===== config.mk =====
export PLATFORM = sky130hd
export DESIGN_NAME = rx_stream_arbiter_flat
export DESIGN_NICKNAME = d
export VERILOG_FILES = /design/src/rtl/rx_stream_arbiter_if.sv /design/src/rtl/rx_stream_arbiter.sv /design/src/flat_wrapper.sv
export SDC_FILE = /design/constraint.sdc
export NUM_CORES = 1
export LEC_CHECK = 0
export CAP_MARGIN = 20
export CORE_ASPECT_RATIO = 1.25
export CORE_MARGIN = 5
export CORE_UTILIZATION = 54
export CTS_CLUSTER_DIAMETER = 40
export DETAILED_ROUTE_END_ITERATION = 7
export DONT_BUFFER_PORTS = 1
export GPL_ROUTABILITY_DRIVEN = 0
export GPL_TIMING_DRIVEN = 0
export PLACE_DENSITY = 0.73
export SLEW_MARGIN = 30
export SYNTH_ARGS = -nofsm -noshare
export SYNTH_HDL_FRONTEND = slang
export SYNTH_SLANG_ARGS = --single-unit

===== constraint.sdc =====
create_clock -name clk -period 2.1 [get_ports clk]
set_input_delay 0.21 -clock clk [delete_from_list [all_inputs] [get_ports clk]]
set_output_delay 0.21 -clock clk [all_outputs]
set_load 0.01 [all_outputs]

===== src/rtl/rx_stream_arbiter_if.sv =====
// rtl/rx_stream_arbiter_if.sv - stream and settings bundle for rx_stream_arbiter
//
// Groups the settings bus, the NUM_INPUTS packed input streams and the merged
// output stream. Each stream word is 36 bits: [31:0] payload, [32] SOF, [33] EOF.
//   set_stb/set_addr/set_data   settings write strobe, address, data
//   in_data/in_src_rdy          per-input words (input k at [36k+35:36k]) and valid
//   in_dst_rdy                  per-input ready back to the source FIFOs
//   out_data/out_src_rdy        merged word and valid
//   out_dst_rdy                 merged ready from the combined RX FIFO
// master: the environment (FIFOs, settings bus). slave: the arbiter.
interface rx_stream_arbiter_if #(
  parameter int NUM_INPUTS = 2
);
  logic                     set_stb;
  logic [7:0]               set_addr;
  logic [31:0]              set_data;
  logic [36*NUM_INPUTS-1:0] in_data;
  logic [NUM_INPUTS-1:0]    in_src_rdy;
  logic [NUM_INPUTS-1:0]    in_dst_rdy;
  logic [35:0]              out_data;
  logic                     out_src_rdy;
  logic                     out_dst_rdy;

  modport master (
    output set_stb, set_addr, set_data, in_data, in_src_rdy, out_dst_rdy,
    input  in_dst_rdy, out_data, out_src_rdy
  );

  modport slave (
    input  set_stb, set_addr, set_data, in_data, in_src_rdy, out_dst_rdy,
    output in_dst_rdy, out_data, out_src_rdy
  );
endinterface


===== src/rtl/rx_stream_arbiter.sv =====
// rtl/rx_stream_arbiter.sv - packet-aware N-way round-robin merge of 36-bit RX streams
//
// Merges NUM_INPUTS VITA RX streams into one, granting only between packets so
// every input gets an equal share. Settings: BASE+0 = enable mask (reset all
// ones, kept across clear), BASE+1 = any write zeroes pkt_count.
//   clk        system clock
//   reset      asynchronous, active-high reset
//   clear      synchronous flush of arbitration state and packet counter
//   bus        rx_stream_arbiter_if.slave (settings, input streams, output stream)
//   grant_idx  index of the current or last granted input
//   busy       high while a packet is being forwarded
//   pkt_count  packets forwarded since reset, clear or counter write
module rx_stream_arbiter #(
  parameter int NUM_INPUTS = 2,
  parameter int BASE       = 0,
  parameter int IDX_W      = 3
) (
  input  logic                clk,
  input  logic                reset,
  input  logic                clear,
  rx_stream_arbiter_if.slave  bus,
  output logic [IDX_W-1:0]    grant_idx,
  output logic                busy,
  output logic [31:0]         pkt_count
);
  localparam int SLOTS  = 2 ** IDX_W;
  localparam int WRAP_W = IDX_W + 1;

  localparam logic [0:0] S_IDLE = 1'b0;
  localparam logic [0:0] S_XFER = 1'b1;

  localparam logic [IDX_W-1:0] LAST_IDX = IDX_W'(NUM_INPUTS - 1);

  logic [0:0]            state;
  logic [NUM_INPUTS-1:0] mask;
  logic [IDX_W-1:0]      last_grant;

  logic [NUM_INPUTS-1:0] req;
  logic [2*SLOTS-1:0]    req_ext;
  logic [WRAP_W-1:0]     cand;
  logic                  sel_valid;
  logic [IDX_W-1:0]      sel_idx;

  logic [35:0]           words [SLOTS];
  logic [SLOTS-1:0]      src_ext;

  logic xfer;
  logic word_fire;
  logic eof_fire;
  logic mask_wr;
  logic count_wr;
  logic unused_set_bits;

  // Only the low NUM_INPUTS bits of a mask write are meaningful.
  assign unused_set_bits = ^bus.set_data;

  assign req = bus.in_src_rdy & mask;

  // Pad the request and valid vectors so any index the wrap arithmetic or the
  // grant register can produce selects a real bit.
  always_comb begin
    req_ext = '0;
    req_ext[NUM_INPUTS-1:0] = req;
    src_ext = '0;
    src_ext[NUM_INPUTS-1:0] = bus.in_src_rdy;
  end

  for (genvar g = 0; g < SLOTS; g++) begin : g_words
    if (g < NUM_INPUTS) begin : g_used
      assign words[g] = bus.in_data[36*g +: 36];
    end else begin : g_pad
      assign words[g] = '0;
    end
  end

  // Round-robin search from last_grant+1 upward, wrapping modulo NUM_INPUTS.
  // Offsets are scanned from farthest to nearest so the nearest hit wins.
  always_comb begin
    sel_valid = 1'b0;
    sel_idx   = '0;
    cand      = '0;
    for (int i = NUM_INPUTS; i >= 1; i--) begin
      cand = {1'b0, last_grant} + WRAP_W'(i);
      if (cand >= WRAP_W'(NUM_INPUTS)) begin
        cand = cand - WRAP_W'(NUM_INPUTS);
      end
      if (req_ext[cand]) begin
        sel_valid = 1'b1;
        sel_idx   = cand[IDX_W-1:0];
      end
    end
  end

  assign xfer = (state == S_XFER);
  assign busy = xfer;

  // Pass-through is purely combinational so reset drops it without a clock.
  assign bus.out_data    = xfer ? words[grant_idx] : 36'd0;
  assign bus.out_src_rdy = xfer & src_ext[grant_idx];

  always_comb begin
    bus.in_dst_rdy = '0;
    for (int k = 0; k < NUM_INPUTS; k++) begin
      bus.in_dst_rdy[k] = xfer && (grant_idx == IDX_W'(k)) && bus.out_dst_rdy;
    end
  end

  assign word_fire = bus.out_src_rdy & bus.out_dst_rdy;
  assign eof_fire  = word_fire & bus.out_data[33];
  assign mask_wr   = bus.set_stb && (bus.set_addr == 8'(BASE));
  assign count_wr  = bus.set_stb && (bus.set_addr == 8'(BASE + 1));

  always_ff @(posedge clk or posedge reset) begin
    if (reset) begin
      state      <= S_IDLE;
      last_grant <= LAST_IDX;
      grant_idx  <= '0;
      mask       <= '1;
      pkt_count  <= '0;
    end else begin
      if (mask_wr) begin
        mask <= bus.set_data[NUM_INPUTS-1:0];
      end
      if (clear) begin
        state      <= S_IDLE;
        last_grant <= LAST_IDX;
        pkt_count  <= '0;
      end else begin
        case (state)
          S_IDLE: begin
            if (sel_valid) begin
              grant_idx  <= sel_idx;
              last_grant <= sel_idx;
              state      <= S_XFER;
            end
          end
          default: begin
            if (eof_fire) begin
              pkt_count <= pkt_count + 32'd1;
              state     <= S_IDLE;
            end
          end
        endcase
        // A counter write issued alongside a final word still leaves zero.
        if (count_wr) begin
          pkt_count <= '0;
        end
      end
    end
  end
endmodule


===== src/flat_wrapper.sv =====
// flat-port wrapper written by rule: the top's interface ports become plain ports
module rx_stream_arbiter_flat 
#(
  parameter int NUM_INPUTS = 2,
  parameter int BASE       = 0,
  parameter int IDX_W      = 3
)
  (clk, reset, clear, grant_idx, busy, pkt_count, bus_set_stb, bus_set_addr, bus_set_data, bus_in_data, bus_in_src_rdy, bus_out_dst_rdy, bus_in_dst_rdy, bus_out_data, bus_out_src_rdy);
  rx_stream_arbiter_if #(.NUM_INPUTS(NUM_INPUTS)) bus_i ();
  input  logic clk;
  input  logic reset;
  input  logic clear;
  output logic [IDX_W-1:0] grant_idx;
  output logic busy;
  output logic [31:0] pkt_count;
  input wire logic [$bits(bus_i.set_stb)-1:0] bus_set_stb;
  input wire logic [$bits(bus_i.set_addr)-1:0] bus_set_addr;
  input wire logic [$bits(bus_i.set_data)-1:0] bus_set_data;
  input wire logic [$bits(bus_i.in_data)-1:0] bus_in_data;
  input wire logic [$bits(bus_i.in_src_rdy)-1:0] bus_in_src_rdy;
  input wire logic [$bits(bus_i.out_dst_rdy)-1:0] bus_out_dst_rdy;
  output wire logic [$bits(bus_i.in_dst_rdy)-1:0] bus_in_dst_rdy;
  output wire logic [$bits(bus_i.out_data)-1:0] bus_out_data;
  output wire logic [$bits(bus_i.out_src_rdy)-1:0] bus_out_src_rdy;
  assign bus_i.set_stb = bus_set_stb;
  assign bus_i.set_addr = bus_set_addr;
  assign bus_i.set_data = bus_set_data;
  assign bus_i.in_data = bus_in_data;
  assign bus_i.in_src_rdy = bus_in_src_rdy;
  assign bus_i.out_dst_rdy = bus_out_dst_rdy;
  assign bus_in_dst_rdy = bus_i.in_dst_rdy;
  assign bus_out_data = bus_i.out_data;
  assign bus_out_src_rdy = bus_i.out_src_rdy;
  rx_stream_arbiter #(.NUM_INPUTS(NUM_INPUTS), .BASE(BASE), .IDX_W(IDX_W)) u_core (.clk(clk), .reset(reset), .clear(clear), .bus(bus_i), .grant_idx(grant_idx), .busy(busy), .pkt_count(pkt_count));
endmodule

==> metrics.md, run 1 <==
| Metric | Value |
|---|---|
| Clk Latency, worst-skew pair | 300 ps |
| Final critical-path required period | 2280 ps |
| Final Setup Violations | 20 |
| Result of the run | finished, violations left |
| Buffers from clock root to sink, at most | 2 |
| Area of the die | 6790 um^2 |
| Required time at the worst-slack endpoint | 2320 ps |
| Wire length after detailed routing | 9.06 mm |
| Number of standard cells after synthesis | 330 |
| Netlist area before placement | 2830 um^2 |
| Die Y | 90.9 um |
| Total vias in the final route | 2613 |
| EDFF count, synth | 0 |
| Clk sink count | 41 |
| Area of the core region | 5080 um^2 |
| Number of buffers inserted by port buffering | 0 |
| Pin count of the biggest net entering global routing | 28 |
| Fin. Hold Viols | 0 |
| Violated checks | setup timing |
| Leakage power summed over all cells | 1.39 nW |
| Final worst-path setup slack | -177 ps |
| Total DRC errors in the routed layout | 0 |
| Worst hold-check path type | in2reg |
| Mean number of vias per cell | 6.27 |
| Max Cap Viol | 0 |
| Worst endpoint data arrival time | 2490 ps |
| Final global-route overflow total | 0 |
| Post-route ant nets | 0 |
| CP delay by family, top | simple AND/OR/NAND/NOR gates |
| Share of the clock period used by the worst path after layout | 108% |
| Primary FF master, synth | sky130_fd_sc_hd__dfrtp_1 |
| Yosys reg bits | 41 |
| RSZ-0062 raised after global routing | yes |
| Crit Path Category | reg2reg |
| Core Util, Final | 69.6% |
| Hold path cells | 1 |
| Busiest grt layer | met2 |
| Critical Path End Type | register |
| Hold_sp | clear |
| Filler Cell Count | 388 |
| CTS tree | done |
| Mean Syn Cell Area | 8.57 um^2 |
| GRT Overall Usage | 25.9% |
| R2R setup slack | -180 ps |
| Global-route wire length before repair | 13.5 mm |
| Multi-input gate area | 1970 um^2 |
| CP max-delay cell | sky130_fd_sc_hd__dfrtp_2 |
| Number of design-rule violations left by the first detailed-router iteration | 69 |
| Number of nets at the end of the flow | 481 |
| Vias in the first global route | 2573 |
| Sequential share of the synthesized area | 36.4% |
| Global routing met2 resource utilization | 45.7% |
| Number of detailed-route iterations in the first pass | 4 |
| Post-detailed-route wirelength per cell | 21.7 um |
| Horizontal die dimension | 74.7 um |
| Area fraction in compound gates after synthesis | 9.96% |
| CTS HTree Levels | 2 |
| Clk Tree Root Cell | sky130_fd_sc_hd__clkbuf_8 |
| Clock Pin Slew Worst Setup and Hold Paths | 80 ps |
| Achievable clock frequency | 439 MHz |
| Layout overhead on the synthesized area | 25.1% |
| Main combinational cell family by area after synthesis | simple AND/OR/NAND/NOR gates |
| Initial antenna violation count | 0 |
| End point of the most critical hold path | u_core.last_grant[0]$_DFFE_PP1P_ |
| XOR/XNOR Fraction of Synth Area | 4.65% |
| Diode insertion count for antenna repair | 0 |
| Worst path buffer plus inverter count | 3 |
| HPWL reported at the end of detailed placement | 6.85 mm |
| Async S/R FF share, synth | 100% |
| Fraction of final layout cells sized beyond drive strength 1 | 32.1% |
| Power Dens Cells | 620 nW/um^2 |
| Reg-to-reg critical path startpoint | u_core.grant_idx[0]$_DFFE_PP0P_ |
| Cell chain of the critical path | buf_6 > mux2i_4 > nor4bb_2 > buf_4 > nand4_1 > clkbuf_8 > or3_1 > a21oi_2 |
| Max-slew headroom at the worst pin | 54.7% |
| Synth Area in Simple Gates | 27.0% |
| Nature of the critical path startpoint | register |
| Portion of netlist area occupied by mux cells | 14.3% |
| FF-to-FF End | u_core.pkt_count[18]$_DFFE_PP0P_ |
| Slew of the pin with the lowest slew margin | 680 ps |
| Register area | 1040 um^2 |
| Worst Clk Skew | 14.3 ps |
| Maximum VDD drop | 0.467 mV |
| Count of unique library cells instantiated by Yosys | 45 |
| Starting density of the core | 55.6% |
| Met1 track utilization from global routing | 26.8% |
| Met3 track demand over resource | 10.8% |
| Maximum single-stage delay on the critical path | 460 ps |
| Synthesized netlist net count | 457 |
| Number of max-slew violations in the final report | 0 |
| Critical-path maximum fanout | 9 |
| Total clock buffers created by CTS | 5 |
| Number of cells on the worst reg-to-reg path | 8 |
| Synth Area in Adders | 3.54% |
| Yosys warning total | 0 |
| Final Power | 0.00219 W |
| Standard-cell rows | 29 |
| Ports | 194 |
## report_power, final
| group | leakage [nW] | internal, W | total, W | switching, W |
|---|---|---|---|---|
| clock network | 0.0552 | 0.000353 | 0.000637 | 0.000284 |
| logic | 0.789 | 0.000317 | 0.000731 | 0.000414 |
| registers | 0.548 | 0.000805 | 0.000826 | 0.0000213 |
## cell usage in the layout (no fill, tap or decap), types with 3 or more instances in the layout
master | synthesis | layout
sky130_fd_sc_hd__buf_4 | 0 | 17
sky130_fd_sc_hd__dfstp_2 | 3 | 3
sky130_fd_sc_hd__buf_6 | 0 | 3
sky130_fd_sc_hd__clkbuf_8 | 0 | 9
sky130_fd_sc_hd__nand4_1 | 13 | 13
sky130_fd_sc_hd__nor2_4 | 1 | 14
sky130_fd_sc_hd__a21oi_2 | 0 | 11
sky130_fd_sc_hd__o21ai_1 | 0 | 6
sky130_fd_sc_hd__xor2_1 | 12 | 11
sky130_fd_sc_hd__inv_1 | 13 | 10
sky130_fd_sc_hd__clkbuf_1 | 15 | 6
sky130_fd_sc_hd__dfrtp_2 | 0 | 8
sky130_fd_sc_hd__and3_1 | 4 | 4
sky130_fd_sc_hd__nand2_1 | 16 | 16
sky130_fd_sc_hd__nor3_1 | 5 | 5
sky130_fd_sc_hd__or3_4 | 0 | 5
sky130_fd_sc_hd__nand3_1 | 11 | 10
sky130_fd_sc_hd__nor2_2 | 0 | 18
sky130_fd_sc_hd__and4_1 | 3 | 3
sky130_fd_sc_hd__mux2i_1 | 38 | 35
sky130_fd_sc_hd__ha_1 | 8 | 6
sky130_fd_sc_hd__nor4_1 | 3 | 3
sky130_fd_sc_hd__dfrtp_1 | 38 | 30
sky130_fd_sc_hd__a21oi_1 | 20 | 9
sky130_fd_sc_hd__o21ai_0 | 20 | 14
sky130_fd_sc_hd__nor2_1 | 58 | 27
sky130_fd_sc_hd__or3_1 | 18 | 13
## through the flow
step	setup slack [ps]	instances	instance area, um^2	hold WS (ps)	TNS (ps)
finish	-177	417	3540	35.3	-1860
global route	-274	417	3540	40.6	-4290
CTS	-104	414	3380	29.3	-764
detailed placement	-486	393	2950	79.5	-9540
global placement	-468	392	2930	286	-8770
floorplan	-71.0	330	2850	281	-71.0
## worst max path at each step
stage,end,depth (start not counted),from,slack [ps]
floorplan,u_core.last_grant[0]$_DFFE_PP1P_,10,u_core.last_grant[0]$_DFFE_PP1P_,-70
global placement,u_core.pkt_count[19]$_DFFE_PP0P_,8,u_core.grant_idx[0]$_DFFE_PP0P_,-470
detailed placement,u_core.pkt_count[23]$_DFFE_PP0P_,8,u_core.grant_idx[0]$_DFFE_PP0P_,-490
CTS,u_core.pkt_count[28]$_DFFE_PP0P_,8,u_core.grant_idx[0]$_DFFE_PP0P_,-100
global route,u_core.pkt_count[26]$_DFFE_PP0P_,8,u_core.grant_idx[0]$_DFFE_PP0P_,-270
finish,u_core.pkt_count[18]$_DFFE_PP0P_,8,u_core.grant_idx[0]$_DFFE_PP0P_,-180
## worst reg2reg max path, cell delays in order, from the launching register on
cell and delay (ps):
sky130_fd_sc_hd__dfrtp_2 460, sky130_fd_sc_hd__buf_6 150, sky130_fd_sc_hd__mux2i_4 190, sky130_fd_sc_hd__nor4bb_2 330
sky130_fd_sc_hd__buf_4 190, sky130_fd_sc_hd__nand4_1 180, sky130_fd_sc_hd__clkbuf_8 230, sky130_fd_sc_hd__or3_1 330
sky130_fd_sc_hd__a21oi_2 140
## flip-flops by register name, summed over array words and instances, names as in the netlist
| register | count |
|---|---|
| u_core.busy | 1 |
| u_core.grant_idx | 3 |
| u_core.last_grant | 3 |
| u_core.mask | 2 |
| u_core.pkt_count | 32 |
## repair_timing
action,CTS,global route
pin swaps,21,5
hold endpoints to repair,17,0
setup buffers,11,3
gates resized for setup,75,43
setup endpoints to repair,62,56
hold buffers,2,0
## logic make-up after synthesis
group                    after synthesis
multiplexers                          40
adder cells (fa/ha/maj)                8
AO/OA/AOI/OAI                         50
flip-flops                            41
XOR/XNOR                              15
AND/OR/NAND/NOR                      145
buffers and inverters                 31
## final cells by class
type                    count  area share, %
multi-input cells         258           55.6
clock inverters             2          0.990
repair buffers             17           4.32
plain buffers              18           3.96
clock buffers               6           2.05
flip-flops and latches     41           29.4
inverters                  13           1.45
well taps                  62           2.19
## cell usage after synthesis (4+ instances only)
master	n	area (um^2)
sky130_fd_sc_hd__inv_1	13	48.8
sky130_fd_sc_hd__and3_1	4	25.0
sky130_fd_sc_hd__or3_1	18	113
sky130_fd_sc_hd__nor2_1	58	218
sky130_fd_sc_hd__xor2_1	12	105
sky130_fd_sc_hd__a21oi_1	20	100
sky130_fd_sc_hd__o21ai_0	20	100
sky130_fd_sc_hd__nand4_1	13	81.3
sky130_fd_sc_hd__clkbuf_1	15	56.3
sky130_fd_sc_hd__nor3_1	5	25.0
sky130_fd_sc_hd__dfrtp_1	38	951
sky130_fd_sc_hd__nand2_1	16	60.1
sky130_fd_sc_hd__mux2i_1	38	380
sky130_fd_sc_hd__nand3_1	11	55.1
sky130_fd_sc_hd__ha_1	8	100
## routing by layer
metal  routed length, um  vias to the layer above
li1                    -                     1217
met1                3040                     1229
met2                4670                      150
met3                1130                       17
met4                 220                        0
met5                   0                        -
Power figures use the tool's default switching activity.
==> run 2, diff against run 1 <==
TNS_END_PERCENT = 1   (was unset)
==> run 2 against run 1 <==
- the flow still finishes with violations (setup timing)
- flip-flop and latch count is the same
- clock power up 4.2%
- power is 4.1% lower
- routed wire length fell by 8.1%
- die area stayed put
- register-to-register slack hardly changed
- largest cell class unchanged
- highest routed layer unchanged
==> metrics.md, run 2 (synthesis results as in run 1) <==
| Metric | Value |
|---|---|
| R2R setup slack | -190 ps |
| Fraction of final layout cells sized beyond drive strength 1 | 17.5% |
| Final critical-path required period | 2290 ps |
| Commonest non-fill, non-tap cell in the layout | sky130_fd_sc_hd__nor2_1 |
| Die Y | 90.9 um |
| Final Power | 0.00211 W |
| Design area | 3250 um^2 |
| CTS HTree Levels | 2 |
| Max Cap Viol | 0 |
| Global-route wire length before repair | 12.4 mm |
| Maximum VDD drop | 0.559 mV |
| Share of the clock period used by the worst path after layout | 109% |
| Total clock buffers created by CTS | 5 |
| Max-slew headroom at the worst pin | 56.4% |
| CTS tree | done |
| RSZ-0062 raised after global routing | yes |
| Fin cells | 411 |
| Power Dens Cells | 647 nW/um^2 |
| Final Setup Violations | 25 |
| Standard-cell rows | 29 |
| Clk Latency, worst-skew pair | 290 ps |
| Cell chain of the critical path | buf_8 > inv_4 > ha_4 > inv_2 > ha_2 > a21o_1 > a21oi_2 > nor2_2 > o31a_1 > or3_1 |
| Leakage power summed over all cells | 1.34 nW |
| Reg-to-reg critical path startpoint | u_core.last_grant[0]$_DFFE_PP1P_ |
| Multi-input gate area | 1760 um^2 |
| Result of the run | finished, violations left |
| Wire length after detailed routing | 8.33 mm |
| Critical-path maximum fanout | 6 |
| Slew of the pin with the lowest slew margin | 653 ps |
| Crit Path Category | reg2reg |
| Buffers from clock root to sink, at most | 2 |
| Ports | 194 |
| Number of design-rule violations left by the first detailed-router iteration | 53 |
| Vias in the first global route | 2482 |
| Nature of the critical path startpoint | register |
| Largest Register | u_core.pkt_count |
| FF-to-FF End | u_core.last_grant[0]$_DFFE_PP1P_ |
| Starting density of the core | 55.6% |
| Initial antenna violation count | 0 |
| Horizontal die dimension | 74.7 um |
| Layout overhead on the synthesized area | 15.1% |
| Mean number of vias per cell | 6.20 |
| Final worst-path setup slack | -192 ps |
| Clk Tree Root Cell | sky130_fd_sc_hd__clkbuf_8 |
| Largest registers ranked by flip-flop count | u_core.pkt_count: 32 flops, u_core.grant_idx: 3 flops, u_core.last_grant: 3 flops |
| Worst hold-check path type | in2reg |
| Violated checks | setup timing |
| Total DRC errors in the routed layout | 0 |
| Worst endpoint data arrival time | 2510 ps |
| Worst setup path start | u_core.last_grant[0]$_DFFE_PP1P_ |
| End of the critical path | u_core.last_grant[0]$_DFFE_PP1P_ |
| Filler Cell Count | 430 |
| Post-route ant nets | 0 |
| Clk sink count | 41 |
| Flip-flop count of the largest register after layout | 32 |
| Pin count of the biggest net entering global routing | 31 |
| Area of the die | 6790 um^2 |
| Cells after DPL | 393 |
| Worst Clk Skew | 6.08 ps |
| Maximum single-stage delay on the critical path | 570 ps |
| GRT Overall Usage | 23.6% |
| Total vias in the final route | 2547 |
| Cell area after placement | 2950 um^2 |
| Number of detailed-route iterations in the first pass | 4 |
| Clock Pin Slew Worst Setup and Hold Paths | 80 ps |
| Post-detailed-route wirelength per cell | 20.3 um |
| Register area | 1030 um^2 |
| Number of cells on the worst reg-to-reg path | 10 |
| Diode insertion count for antenna repair | 0 |
| Achievable clock frequency | 436 MHz |
| Fin. Hold Viols | 0 |
| Number of buffers inserted by port buffering | 0 |
| CP max-delay cell | sky130_fd_sc_hd__dfstp_2 |
| Most frequent cells in the layout | sky130_fd_sc_hd__nor2_1, sky130_fd_sc_hd__mux2i_1, sky130_fd_sc_hd__dfrtp_1, sky130_fd_sc_hd__o21ai_0, sky130_fd_sc_hd__or3_1 |
| HPWL reported at the end of detailed placement | 6.53 mm |
| Critical Path End Type | register |
| Core Util, Final | 64.0% |
| Number of nets at the end of the flow | 475 |
| Area of the core region | 5080 um^2 |
| Number of max-slew violations in the final report | 0 |
| Final global-route overflow total | 0 |
| Required time at the worst-slack endpoint | 2320 ps |
[run 2: worst min path at each step]
stage               start                          endpoint  slack, ps  depth (start not counted)
CTS                 clear  u_core.last_grant[0]$_DFFE_PP1P_         40                          1
global placement    clear  u_core.last_grant[1]$_DFFE_PP0P_        280                          1
floorplan           clear  u_core.last_grant[1]$_DFFE_PP0P_        280                          1
detailed placement  reset  u_core.pkt_count[25]$_DFFE_PP0P_         50                          1
global route        clear  u_core.last_grant[0]$_DFFE_PP1P_         30                          1
finish              clear  u_core.last_grant[0]$_DFFE_PP1P_         50                          1
[run 2: final cells by class]
| type | instances | area share [%] |
|---|---|---|
| clock buffers | 7 | 2.65 |
| flip-flops and latches | 41 | 31.8 |
| repair buffers | 11 | 3.08 |
| plain buffers | 18 | 3.50 |
| inverters | 13 | 1.58 |
| well taps | 62 | 2.38 |
| multi-input cells | 258 | 54.1 |
| clock inverters | 1 | 0.923 |
[run 2: routing by layer]
layer | global-route usage (%) | vias to the layer above | routed length [um]
met4 | 4.45 | 0 | 60
met5 | 0 | - | 0
met2 | 40.9 | 131 | 4230
met3 | 11.8 | 6 | 1140
met1 | 25.6 | 1212 | 2890
li1 | - | 1198 | -
[run 2: timing repair]
item / CTS / global route
hold buffers: 2 / 0
cloned: 0 / 0
setup buffers: 3 / 5
pin swaps: 6 / 13
hold endpoints to repair: 14 / 0
gates resized for setup: 21 / 25
setup endpoints to repair: 62 / 56
[run 2: power breakdown]
group	switching, W	internal, W	leakage (nW)
Clock	0.000276	0.000388	0.0585
Sequential	0.0000200	0.000805	0.554
Combinational	0.000335	0.000281	0.730
Total	0.000632	0.00147	1.34
[run 2: worst max-delay path, delay by kind of cell (launching register included)]
kind	cells	cell delay, ps
adders and majority gates	2	440
buffers and inverters	3	190
DFF	1	570
AOI/OAI and AO/OA	3	630
and+or+nand+nor	2	380
[run 2: per-stage QoR]
| step | hold WS (ps) | worst slack (ps) | TNS [ps] |
|---|---|---|---|
| global placement | 282 | -491 | -8830 |
| global route | 30.1 | -274 | -6150 |
| floorplan | 281 | -71.0 | -79.9 |
| finish | 46.2 | -192 | -1800 |
| CTS | 40.0 | -241 | -4040 |
| detailed placement | 48.3 | -484 | -9110 |
